<file path="config.mk">
export PLATFORM = sky130hd
export DESIGN_NAME = rob_multi_commit
export DESIGN_NICKNAME = d
export VERILOG_FILES = /design/src/rtl/rob_multi_commit_pkg.sv /design/src/rtl/rob_commit_select.sv /design/src/rtl/rob_multi_commit.sv
export SDC_FILE = /design/constraint.sdc
export NUM_CORES = 2
export LEC_CHECK = 0
export ABC_AREA = 1
export BUFFER_PORTS_ARGS = -buffer_cell sky130_fd_sc_hd__buf_2
export CORE_MARGIN = 3
export CORE_UTILIZATION = 30
export CTS_CLUSTER_DIAMETER = 100
export DETAILED_ROUTE_END_ITERATION = 7
export GPL_ROUTABILITY_DRIVEN = 0
export PLACE_DENSITY_LB_ADDON = 0.2
export SLEW_MARGIN = 20
export SYNTH_ARGS = -nofsm -noshare
export SYNTH_HDL_FRONTEND = slang
export SYNTH_SLANG_ARGS = --single-unit
</file>
<file path="constraint.sdc">
create_clock -name clk -period 3.03 [get_ports clk]
set_input_delay 0.303 -clock clk [delete_from_list [all_inputs] [get_ports clk]]
set_output_delay 0.303 -clock clk [all_outputs]
set_load 0.005 [all_outputs]
</file>
<file path="src/rtl/rob_multi_commit_pkg.sv">
// rtl/rob_multi_commit_pkg.sv - shared ROB types, default sizes and helpers
package rob_multi_commit_pkg;

  localparam int ROB_DEPTH    = 8;
  localparam int ROB_COMMIT_W = 2;
  localparam int ROB_DATA_W   = 32;
  localparam int ROB_ARCH_W   = 5;
  localparam int ROB_PHY_W    = 6;
  localparam int ROB_PC_W     = 32;

  typedef logic [$clog2(ROB_DEPTH)-1:0] rob_addr_t;

  // One ROB slot at the default back-end widths
  typedef struct packed {
    logic                  valid;
    logic                  done;
    logic                  mispredict;
    logic                  is_branch;
    logic [ROB_ARCH_W-1:0] dest_arch;
    logic [ROB_PHY_W-1:0]  dest_phy;
    logic [ROB_PHY_W-1:0]  old_phy;
    logic [ROB_DATA_W-1:0] value;
    logic [ROB_PC_W-1:0]   target_pc;
  } rob_entry_t;

  // Width needed to hold a retire count of 0..commit_w
  function automatic int rob_cnt_w(input int commit_w);
    return $clog2(commit_w + 1);
  endfunction

endpackage

</file>
<file path="src/rtl/rob_commit_select.sv">
// rtl/rob_commit_select.sv - picks the in-order run of retirable entries at head
module rob_commit_select
  import rob_multi_commit_pkg::*;
#(
  parameter int COMMIT_W = ROB_COMMIT_W,
  parameter int CNT_W    = rob_cnt_w(COMMIT_W),
  parameter int SLOT_W   = (COMMIT_W > 1) ? $clog2(COMMIT_W) : 1
) (
  input  logic [COMMIT_W-1:0] win_valid_i,
  input  logic [COMMIT_W-1:0] win_done_i,
  input  logic [COMMIT_W-1:0] win_mispredict_i,
  output logic [COMMIT_W-1:0] elig_mask_o,
  output logic [CNT_W-1:0]    commit_cnt_o,
  output logic                flush_req_o,
  output logic [SLOT_W-1:0]   flush_slot_o
);

  // Walk from the oldest slot; stop at the first unfinished entry or just after a mispredict
  always_comb begin
    logic run;
    run          = 1'b1;
    elig_mask_o  = '0;
    commit_cnt_o = '0;
    flush_req_o  = 1'b0;
    flush_slot_o = '0;
    for (int k = 0; k < COMMIT_W; k++) begin
      if (run && win_valid_i[k] && win_done_i[k]) begin
        elig_mask_o[k] = 1'b1;
        commit_cnt_o   = commit_cnt_o + CNT_W'(1);
        if (win_mispredict_i[k]) begin
          flush_req_o  = 1'b1;
          flush_slot_o = SLOT_W'(k);
          run          = 1'b0;
        end
      end else begin
        run = 1'b0;
      end
    end
  end

endmodule

</file>
<file path="src/rtl/rob_multi_commit.sv">
// rtl/rob_multi_commit.sv - reorder buffer with multi-entry commit and precise flush
module rob_multi_commit
  import rob_multi_commit_pkg::*;
#(
  parameter int DEPTH    = ROB_DEPTH,
  parameter int COMMIT_W = ROB_COMMIT_W,
  parameter int DATA_W   = ROB_DATA_W,
  parameter int ARCH_W   = ROB_ARCH_W,
  parameter int PHY_W    = ROB_PHY_W,
  parameter int PC_W     = ROB_PC_W
) (
  input  logic                         clk,
  input  logic                         rst,
  input  logic                         alloc_en,
  input  logic [ARCH_W-1:0]            alloc_dest_arch,
  input  logic [PHY_W-1:0]             alloc_dest_phy,
  input  logic [PHY_W-1:0]             alloc_old_phy,
  input  logic                         alloc_is_branch,
  output logic                         alloc_ready,
  output logic [$clog2(DEPTH)-1:0]     alloc_rob_addr,
  input  logic                         wb_en,
  input  logic [$clog2(DEPTH)-1:0]     wb_rob_addr,
  input  logic [DATA_W-1:0]            wb_value,
  input  logic                         wb_mispredict,
  input  logic [PC_W-1:0]              wb_target_pc,
  output logic [COMMIT_W-1:0]          commit_valid,
  output logic [COMMIT_W*ARCH_W-1:0]   commit_dest_arch,
  output logic [COMMIT_W*PHY_W-1:0]    commit_dest_phy,
  output logic [COMMIT_W*DATA_W-1:0]   commit_value,
  output logic [COMMIT_W*PHY_W-1:0]    commit_free_phy,
  output logic                         flush,
  output logic [PC_W-1:0]              flush_pc,
  output logic [$clog2(DEPTH):0]       count,
  output logic                         empty,
  output logic                         full
);

  localparam int IDX_W  = $clog2(DEPTH);
  localparam int PTR_W  = IDX_W + 1;
  localparam int CNT_W  = rob_cnt_w(COMMIT_W);
  localparam int SLOT_W = (COMMIT_W > 1) ? $clog2(COMMIT_W) : 1;

  typedef struct packed {
    logic              valid;
    logic              done;
    logic              mispredict;
    logic              is_branch;
    logic [ARCH_W-1:0] dest_arch;
    logic [PHY_W-1:0]  dest_phy;
    logic [PHY_W-1:0]  old_phy;
    logic [DATA_W-1:0] value;
    logic [PC_W-1:0]   target_pc;
  } entry_t;

  entry_t                rob_q [DEPTH];
  logic [PTR_W-1:0]      head_q, tail_q;
  logic [PTR_W-1:0]      head_d;

  logic [COMMIT_W-1:0]        commit_valid_q;
  logic [COMMIT_W*ARCH_W-1:0] commit_dest_arch_q;
  logic [COMMIT_W*PHY_W-1:0]  commit_dest_phy_q;
  logic [COMMIT_W*DATA_W-1:0] commit_value_q;
  logic [COMMIT_W*PHY_W-1:0]  commit_free_phy_q;
  logic                       flush_q;
  logic [PC_W-1:0]            flush_pc_q;

  entry_t              win_e [COMMIT_W];
  logic [IDX_W-1:0]    win_idx [COMMIT_W];
  logic [COMMIT_W-1:0] win_valid, win_done, win_mis;
  logic [COMMIT_W-1:0] sel_mask;
  logic [CNT_W-1:0]    sel_cnt;
  logic                sel_flush;
  logic [SLOT_W-1:0]   sel_slot;
  logic [PC_W-1:0]     flush_target;
  logic                alloc_take;
  entry_t              alloc_entry;

  // Occupancy comes straight from the wrap-bit pointers
  always_comb begin
    full           = (head_q[IDX_W-1:0] == tail_q[IDX_W-1:0]) && (head_q[IDX_W] != tail_q[IDX_W]);
    empty          = (head_q == tail_q);
    count          = tail_q - head_q;
    alloc_ready    = !full;
    alloc_rob_addr = tail_q[IDX_W-1:0];
  end

  // Gather the COMMIT_W oldest entries; only branches can request a redirect
  always_comb begin
    for (int k = 0; k < COMMIT_W; k++) begin
      win_idx[k]   = head_q[IDX_W-1:0] + IDX_W'(k);
      win_e[k]     = rob_q[win_idx[k]];
      win_valid[k] = win_e[k].valid;
      win_done[k]  = win_e[k].done;
      win_mis[k]   = win_e[k].mispredict & win_e[k].is_branch;
    end
  end

  rob_commit_select #(
    .COMMIT_W (COMMIT_W),
    .CNT_W    (CNT_W),
    .SLOT_W   (SLOT_W)
  ) u_select (
    .win_valid_i      (win_valid),
    .win_done_i       (win_done),
    .win_mispredict_i (win_mis),
    .elig_mask_o      (sel_mask),
    .commit_cnt_o     (sel_cnt),
    .flush_req_o      (sel_flush),
    .flush_slot_o     (sel_slot)
  );

  // Next head, redirect target and the entry image written on allocation
  always_comb begin
    head_d       = head_q + PTR_W'(sel_cnt);
    alloc_take   = alloc_en && !full && !sel_flush;
    flush_target = '0;
    for (int k = 0; k < COMMIT_W; k++) begin
      if (SLOT_W'(k) == sel_slot) flush_target = win_e[k].target_pc;
    end
    alloc_entry           = '0;
    alloc_entry.valid     = 1'b1;
    alloc_entry.is_branch = alloc_is_branch;
    alloc_entry.dest_arch = alloc_dest_arch;
    alloc_entry.dest_phy  = alloc_dest_phy;
    alloc_entry.old_phy   = alloc_old_phy;
  end

  // Entry array and pointers: writeback, allocate, retire, then flush wipes everything
  always_ff @(posedge clk) begin
    if (!rst) begin
      head_q <= '0;
      tail_q <= '0;
      for (int i = 0; i < DEPTH; i++) rob_q[i] <= '0;
    end else begin
      if (wb_en && rob_q[wb_rob_addr].valid) begin
        rob_q[wb_rob_addr].done       <= 1'b1;
        rob_q[wb_rob_addr].value      <= wb_value;
        rob_q[wb_rob_addr].mispredict <= wb_mispredict;
        rob_q[wb_rob_addr].target_pc  <= wb_target_pc;
      end
      if (alloc_take) rob_q[tail_q[IDX_W-1:0]] <= alloc_entry;
      for (int k = 0; k < COMMIT_W; k++) begin
        if (sel_mask[k]) begin
          rob_q[win_idx[k]].valid <= 1'b0;
          rob_q[win_idx[k]].done  <= 1'b0;
        end
      end
      head_q <= head_d;
      if (sel_flush) begin
        for (int i = 0; i < DEPTH; i++) begin
          rob_q[i].valid <= 1'b0;
          rob_q[i].done  <= 1'b0;
        end
        tail_q <= head_d;
      end else if (alloc_take) begin
        tail_q <= tail_q + PTR_W'(1);
      end
    end
  end

  // Registered retire and flush strobes, visible for the cycle after the commit edge
  always_ff @(posedge clk) begin
    if (!rst) begin
      commit_valid_q     <= '0;
      commit_dest_arch_q <= '0;
      commit_dest_phy_q  <= '0;
      commit_value_q     <= '0;
      commit_free_phy_q  <= '0;
      flush_q            <= 1'b0;
      flush_pc_q         <= '0;
    end else begin
      commit_valid_q <= sel_mask;
      for (int k = 0; k < COMMIT_W; k++) begin
        commit_dest_arch_q[k*ARCH_W +: ARCH_W] <= win_e[k].dest_arch;
        commit_dest_phy_q[k*PHY_W +: PHY_W]    <= win_e[k].dest_phy;
        commit_value_q[k*DATA_W +: DATA_W]     <= win_e[k].value;
        commit_free_phy_q[k*PHY_W +: PHY_W]    <= win_e[k].old_phy;
      end
      flush_q <= sel_flush;
      if (sel_flush) flush_pc_q <= flush_target;
    end
  end

  assign commit_valid     = commit_valid_q;
  assign commit_dest_arch = commit_dest_arch_q;
  assign commit_dest_phy  = commit_dest_phy_q;
  assign commit_value     = commit_value_q;
  assign commit_free_phy  = commit_free_phy_q;
  assign flush            = flush_q;
  assign flush_pc         = flush_pc_q;

endmodule

</file>
-- Word-level counts from Yosys, hierarchy flattened
Memory sizes are Yosys's and may differ from the RTL's. A register that Yosys moved wholly into a read port is not among the register bits.
Index checks and enable logic that the tools add are counted.
- register bits: 141
- memory bits (read-only): 0
- bits in writable memories: 680
- memories: 1
- bits of input ports: 90
- latch bits: 0
- logic and storage cells: 458
- div/mod/pow operators: 0
- reductions and logical operators: 13
- $lt $le $gt $ge: 0
- shifts and indexed selects: 0
- muxes and demuxes: 66
- $mul: 0
- bitwise gates (word level): 318
- equal/unequal tests: 46
- $add $sub $neg: 5
- memory list (memory ; words ; bits a word ; read ports ; clocked after memory_dff ; wr ports ; RTL line ; source):
    rob_q ; 8 ; 85 ; 3 ; 1 ; 9 ; rob_multi_commit.sv:55 ; entry_t rob_q [DEPTH];
- operator list (kind ; number):
    2-to-1 mux 85 bit ; 3
    OR reduction 85 bit ; 3
    2-to-1 mux 83 bit ; 2
    AND 1 bit ; 151
    equality test 3 bit, second input constant ; 40
    inverter 1 bit ; 97
    2-to-1 mux 32 bit ; 3
    2-to-1 mux 1 bit ; 48
    AND 1 bit, second input constant ; 40
    bitwise OR 1 bit ; 25
    2-to-1 mux 3 bit ; 7
    equality test 3 bit ; 4
    2-to-1 mux 4 bit ; 2
    logical AND 1 bit ; 7
    AND 1 bit, first input constant ; 5
    adder 4 x 1 -> 4 bit, second input constant ; 1
    adder 4 x 2 -> 4 bit ; 1
    equality test 4 bit ; 1
    subtractor 4 bit ; 1
    adder 3 x 1 -> 3 bit, second input constant ; 1
    adder 1 x 1 -> 2 bit, second input constant ; 1
    zero test 1 bit ; 2
    2-to-1 mux 2 bit ; 1
    nonzero test 2 bit ; 1
    != test 1 bit ; 1

-- Depth between registers and ports, before layout
- depth after elaboration: 24
- depth in mapped cells: 24
- gate-level depth less buffers: 21

-- Modules after synthesis
From an unflattened synthesis, not the netlist that was laid out.
- cells, all modules: 5266
- area, all modules: 39695.6 um^2
- modules (own cells, without submodules) (module ; cells each ; times used ; area each (um^2)):
    rob_multi_commit ; 5253 ; 1 ; 39634.3
    rob_commit_select ; 13 ; 1 ; 61.3

-- Least setup slack after synthesis
OpenSTA, ideal clock, no wires.
- kind: flip-flop to flip-flop
- from: register head_q[0]
- to: register tail_q[2]
- arrival: 3.229 ns
- cell stages (with the launch flop): 25
- buffers on the path: 4
- slack: -0.257 ns
- cell sequence: dfxtp_1 > buf_4 > inv_2 > buf_6 > buf_6 > ha_1 > clkbuf_1 > nand2_1 > inv_1 > nand3_1 > nand2_1 > nor2_1 > nand2_1 > nor2_2 > nand2_1 > inv_1 > ha_1 > ha_1 > inv_1 > fa_1 > xnor2_1 > inv_1 > o21ai_0 > nand2_1 > nand2_1
- cells in the longest elaborated chain, start to end: 8
- elaborated cells between the ends (all ways): 17
- those cells by class: add/sub (2); eq/ne (1); mux (4); bitwise (1); reduce/logical (8); memory (1)
- RTL lines (element ; RTL line ; source):
    start, declared ; rob_multi_commit.sv:56 ; logic [PTR_W-1:0] head_q, tail_q;
    start signal, assigned ; rob_multi_commit.sv:131 ; head_q <= '0;
    start signal, assigned ; rob_multi_commit.sv:148 ; head_q <= head_d;
    parallel branches: the longest is 8 deep, another holds memory (8 x 85 bit) ; -- ;
    end signal, assigned ; rob_multi_commit.sv:156 ; tail_q <= tail_q + PTR_W'(1);
    end, declared ; rob_multi_commit.sv:56 ;
Several ways; the timed one is not identified.
A chain may end at the register's enable or synchronous reset.

-- Worst setup path in the final report
- from: register head_q[0]
- to: register tail_q[3]
Same word-level chain as after synthesis.

==> run_results.csv <==
group,metric,value,unit
run_status,status,"finished, final reports clean",
synthesis,synth_compound_area_share,21.8,%
grt,antenna_found_initial,10,
sta,maxSlewHeadroom,25.8,%
grt,grt_pass1_vias,36100,
sta,hold_violations,0,
clocking,worstSkewPairLatency,0.72,ns
sta,fin_worst_skew,0.0315,ns
synthesis,synth_mux_area_share,0,%
finish,seq_area,0.0179,mm2
synthesis,synth_edf_count,144,
min_path,hold_path_depth,3,
clocking,cts.sink_count,821,
grt,grt_max_degree,113,
detailed_routing,wl_per_cell,26.1,um
clocking,cts_setup_buffers,0,
floorplanning,core_area,0.126,mm2
grt,grt-ovfl-total,0,
synthesis,ys_seq_area_share,46.9,%
synthesis,synth_top_family_by_area,"simple AND/OR/NAND/NOR gates",
synthesis,synth_top_area_share,35.5,%
grt,grt_use_total,26.1,%
finish,multi_input_area,0.0173,mm2
grt,grt_pass1_wl,256000,um
sta,max_slew.worst_pin.slew,1.11,ns
detailed_routing,first_iter_violations,4646,
synthesis,synth_area_leader_cell,"dfxtp_1",
finish,fill_cells,13100,
sta,rsz0062_at_grt,"yes",
worst_setup_path,end_kind,"flop",
finish,area_growth,21.4,%
power,pwr_density_cell,537,mW/mm2
floorplanning,chipHeight,363,um
detailed_routing,avgViaCountPerCell,5.61,
floorplanning,initial_core_util,30.3,%
synthesis,synth-xor-area-share,0.184,%
detailed_routing,ant_nets,0,
floorplanning,io_pins,233,
worst_setup_path,r2r-end,"tail_q[3]",
synthesis,syn_inst,4907,
finish,fin_util,36.8,%
synthesis,ys_async_sr_fraction,0,%
synthesis,synthSimpleGateAreaFrac,22.2,%
floorplanning,die_area,0.131,mm2
min_path,hold_end,"rob_q[3][69]",
clocking,cts_tree,"built",
synthesis,synth_warnings,0,
worst_setup_path,reg2reg_slack,0.17,ns
worst_setup_path,r2r_start,"head_q[0]",
synthesis,synth_area_per_cell,7.77,um2
synthesis,synth_seq_cells,821,
min_path,min_from,"alloc_old_phy[5]",
min_path,hp-class,"input pin to flop",
sta,finalCriticalPeriod,2.86,ns
floorplanning,row_count,130,
power,p_leak,0.0165,uW
worst_setup_path,worst-setup-path-type,"flop to flop",
flow_run,drv_cap,0,
synthesis,yosysMostFrequentCell,"nand2_1",
synthesis,syn_area,0.0382,mm2
detailed_routing,firstDrtPassIters,6,
worst_setup_path,worstSetupStartpoint,"head_q[0]",
worst_setup_path,crit_path_start_kind,"flop",
clocking,cts_buffer_depth,3,
sta,slew_violations,0,
placement,dp_cells,6571,
placement,hpwl,105000,um
synthesis,synth_commonest_cells,"nand2_1 (1512), dfxtp_1 (677), a21oi_1 (352), nand3_1 (305), inv_1 (284)",
clocking,h-tree-depth,3,
finish,stdcell_count,6816,
finish,drive_gt1_share,17.2,%
floorplanning,dieWidth,363,um
clocking,cts_buffers,93,
clocking,cts_root_buffer,"clkbuf_16",
sta,fmax,0.349,GHz
worst_setup_path,worstPathMaxFanout,5,
detailed_routing,drt-total-wl,178000,um
worst_setup_path,arrival,3.50,ns
synthesis,ys_types,49,
synthesis,synth_fa_ha_area_share,0.564,%
sta,fin_crit_sh,94.5,%
placement,numPortBuffers,232,
finish,nNetsFinal,5190,
synthesis,synth_nets,5013,
worst_setup_path,required,3.67,ns
clocking,clk_pin_slew_worst_paths,0.06,ns
worst_setup_path,reg2reg_depth,21,
detailed_routing,vias,38200,
detailed_routing,drc,0,
synthesis,synth_flop_cell,"dfxtp_1",
synthesis,synth_area_leaders,"dfxtp_1 (36%), nand2_1 (15%), edfxtp_1 (11%)",
power,ir_drop,0.000405,V
sta,setup_viol,0,
[state kept, by name, summed over array words and instances, names as in the netlist]
| register | cells |
|---|---|
| head_q | 4 |
| flush_pc | 32 |
| commit_dest_phy | 12 |
| commit_value | 64 |
| commit_dest_arch | 10 |
| commit_valid | 2 |
| rob_q | 680 |
| commit_free_phy | 12 |
| tail_q | 4 |
| flush | 1 |
[repair_timing]
item | 4_1_cts | 5_1_grt
hold buffers | 68 | 0
resized for setup | 2 | 12
setup endpoints to repair | 1 | 37
hold endpoints to repair | 538 | 0
[worst max path at each step]
stage	cells past startpoint	slack, ns	to
CTS	22	0.07	tail_q[3]
floorplan	22	0.005	tail_q[1]
global placement	21	-0.06	tail_q[2]
finish	21	0.17	tail_q[3]
detailed placement	22	0.02	tail_q[3]
global route	21	-0.03	tail_q[3]
[layer usage]
| layer | share of wire (%) | track usage, % | wire length (um) | vias to the layer above |
|---|---|---|---|---|
| met5 | 0.0073 | 0 | 13 | - |
| met4 | 4.0 | 10.0 | 7150 | 2 |
| met3 | 8.8 | 4.86 | 15700 | 413 |
| met2 | 45 | 41.8 | 80300 | 2072 |
| met1 | 42 | 34.9 | 74700 | 18700 |
| li1 | - | - | - | 17000 |
[placed cells by master, fill, tap and decap left out, types with 19 or more instances in the layout]
master,netlist,final
clkbuf_8,0,19
nand4_1,25,25
clkinv_2,0,20
inv_1,284,273
o22ai_1,100,100
edfxtp_1,144,144
a21oi_2,200,200
a22oi_1,127,127
o31ai_1,26,26
buf_4,7,135
nand3_1,305,305
a41oi_1,59,59
a21oi_1,352,352
nor2_4,3,24
a22o_1,21,21
dfxtp_1,677,675
buf_12,0,88
nor2_1,241,225
dlygate4sd3_1,0,68
a31oi_1,27,27
buf_2,108,231
clkbuf_16,0,96
a221oi_1,117,117
nand2_1,1512,1501
o21ai_0,114,113
[cells by family after synthesis]
kind of cell | after synthesis
AOI/OAI and AO/OA | 1210
xor gates and xnor gates | 8
adders and majority gates | 16
buffers and inverters | 745
DFF | 821
and+or+nand+nor | 2107
[cell type report]
class	instances	area share [%]
well taps	1650	4.46
flip-flops and latches	821	38.6
inverters	302	2.50
diodes	9	0.0486
clock inverters	37	1.11
multi-input cells	3341	37.4
repair buffers	525	10.0
clock buffers	131	5.88
[report_power, final]
group,leakage [uW],switching (uW),internal [uW]
clock,0.00159,4950,7210
sequential,0.00696,128,11300
combinational,0.00798,894,388
[through the flow]
step | area (um2) | setup TNS [ns] | power, uW | setup WS, ns | hold slack, ns
2_1_floorplan | 38200 | 0 | 12200 | 0.00520 | 0.440
3_3_place_gp | 42300 | -0.0944 | 12800 | -0.0628 | 0.435
3_5_place_dp | 42300 | 0 | 12900 | 0.0189 | 0.434
4_1_cts | 46300 | 0 | 25100 | 0.0688 | 0.00169
5_1_grt | 46300 | -0.0263 | 25600 | -0.0263 | 0.0453
6_report | 46300 | 0 | 24900 | 0.166 | 0.0422
[critical path: stages (launching register included)]
cell and delay, ns:
dfxtp_4 0.37, ha_4 0.17, ha_4 0.28, buf_4 0.13, nor2_4 0.04, nand3_1 0.07
nand2_1 0.06, nor2_1 0.10, nand2_1 0.07, nor2_2 0.15, nand2_1 0.09, inv_1 0.07
ha_1 0.22, ha_1 0.19, buf_4 0.13, a21oi_1 0.10, or2_2 0.14, xnor2_2 0.11
nand2_1 0.07, o21ai_0 0.08, inv_1 0.06, nor2_1 0.09
Note: power is estimated with default switching activity, not from simulation.
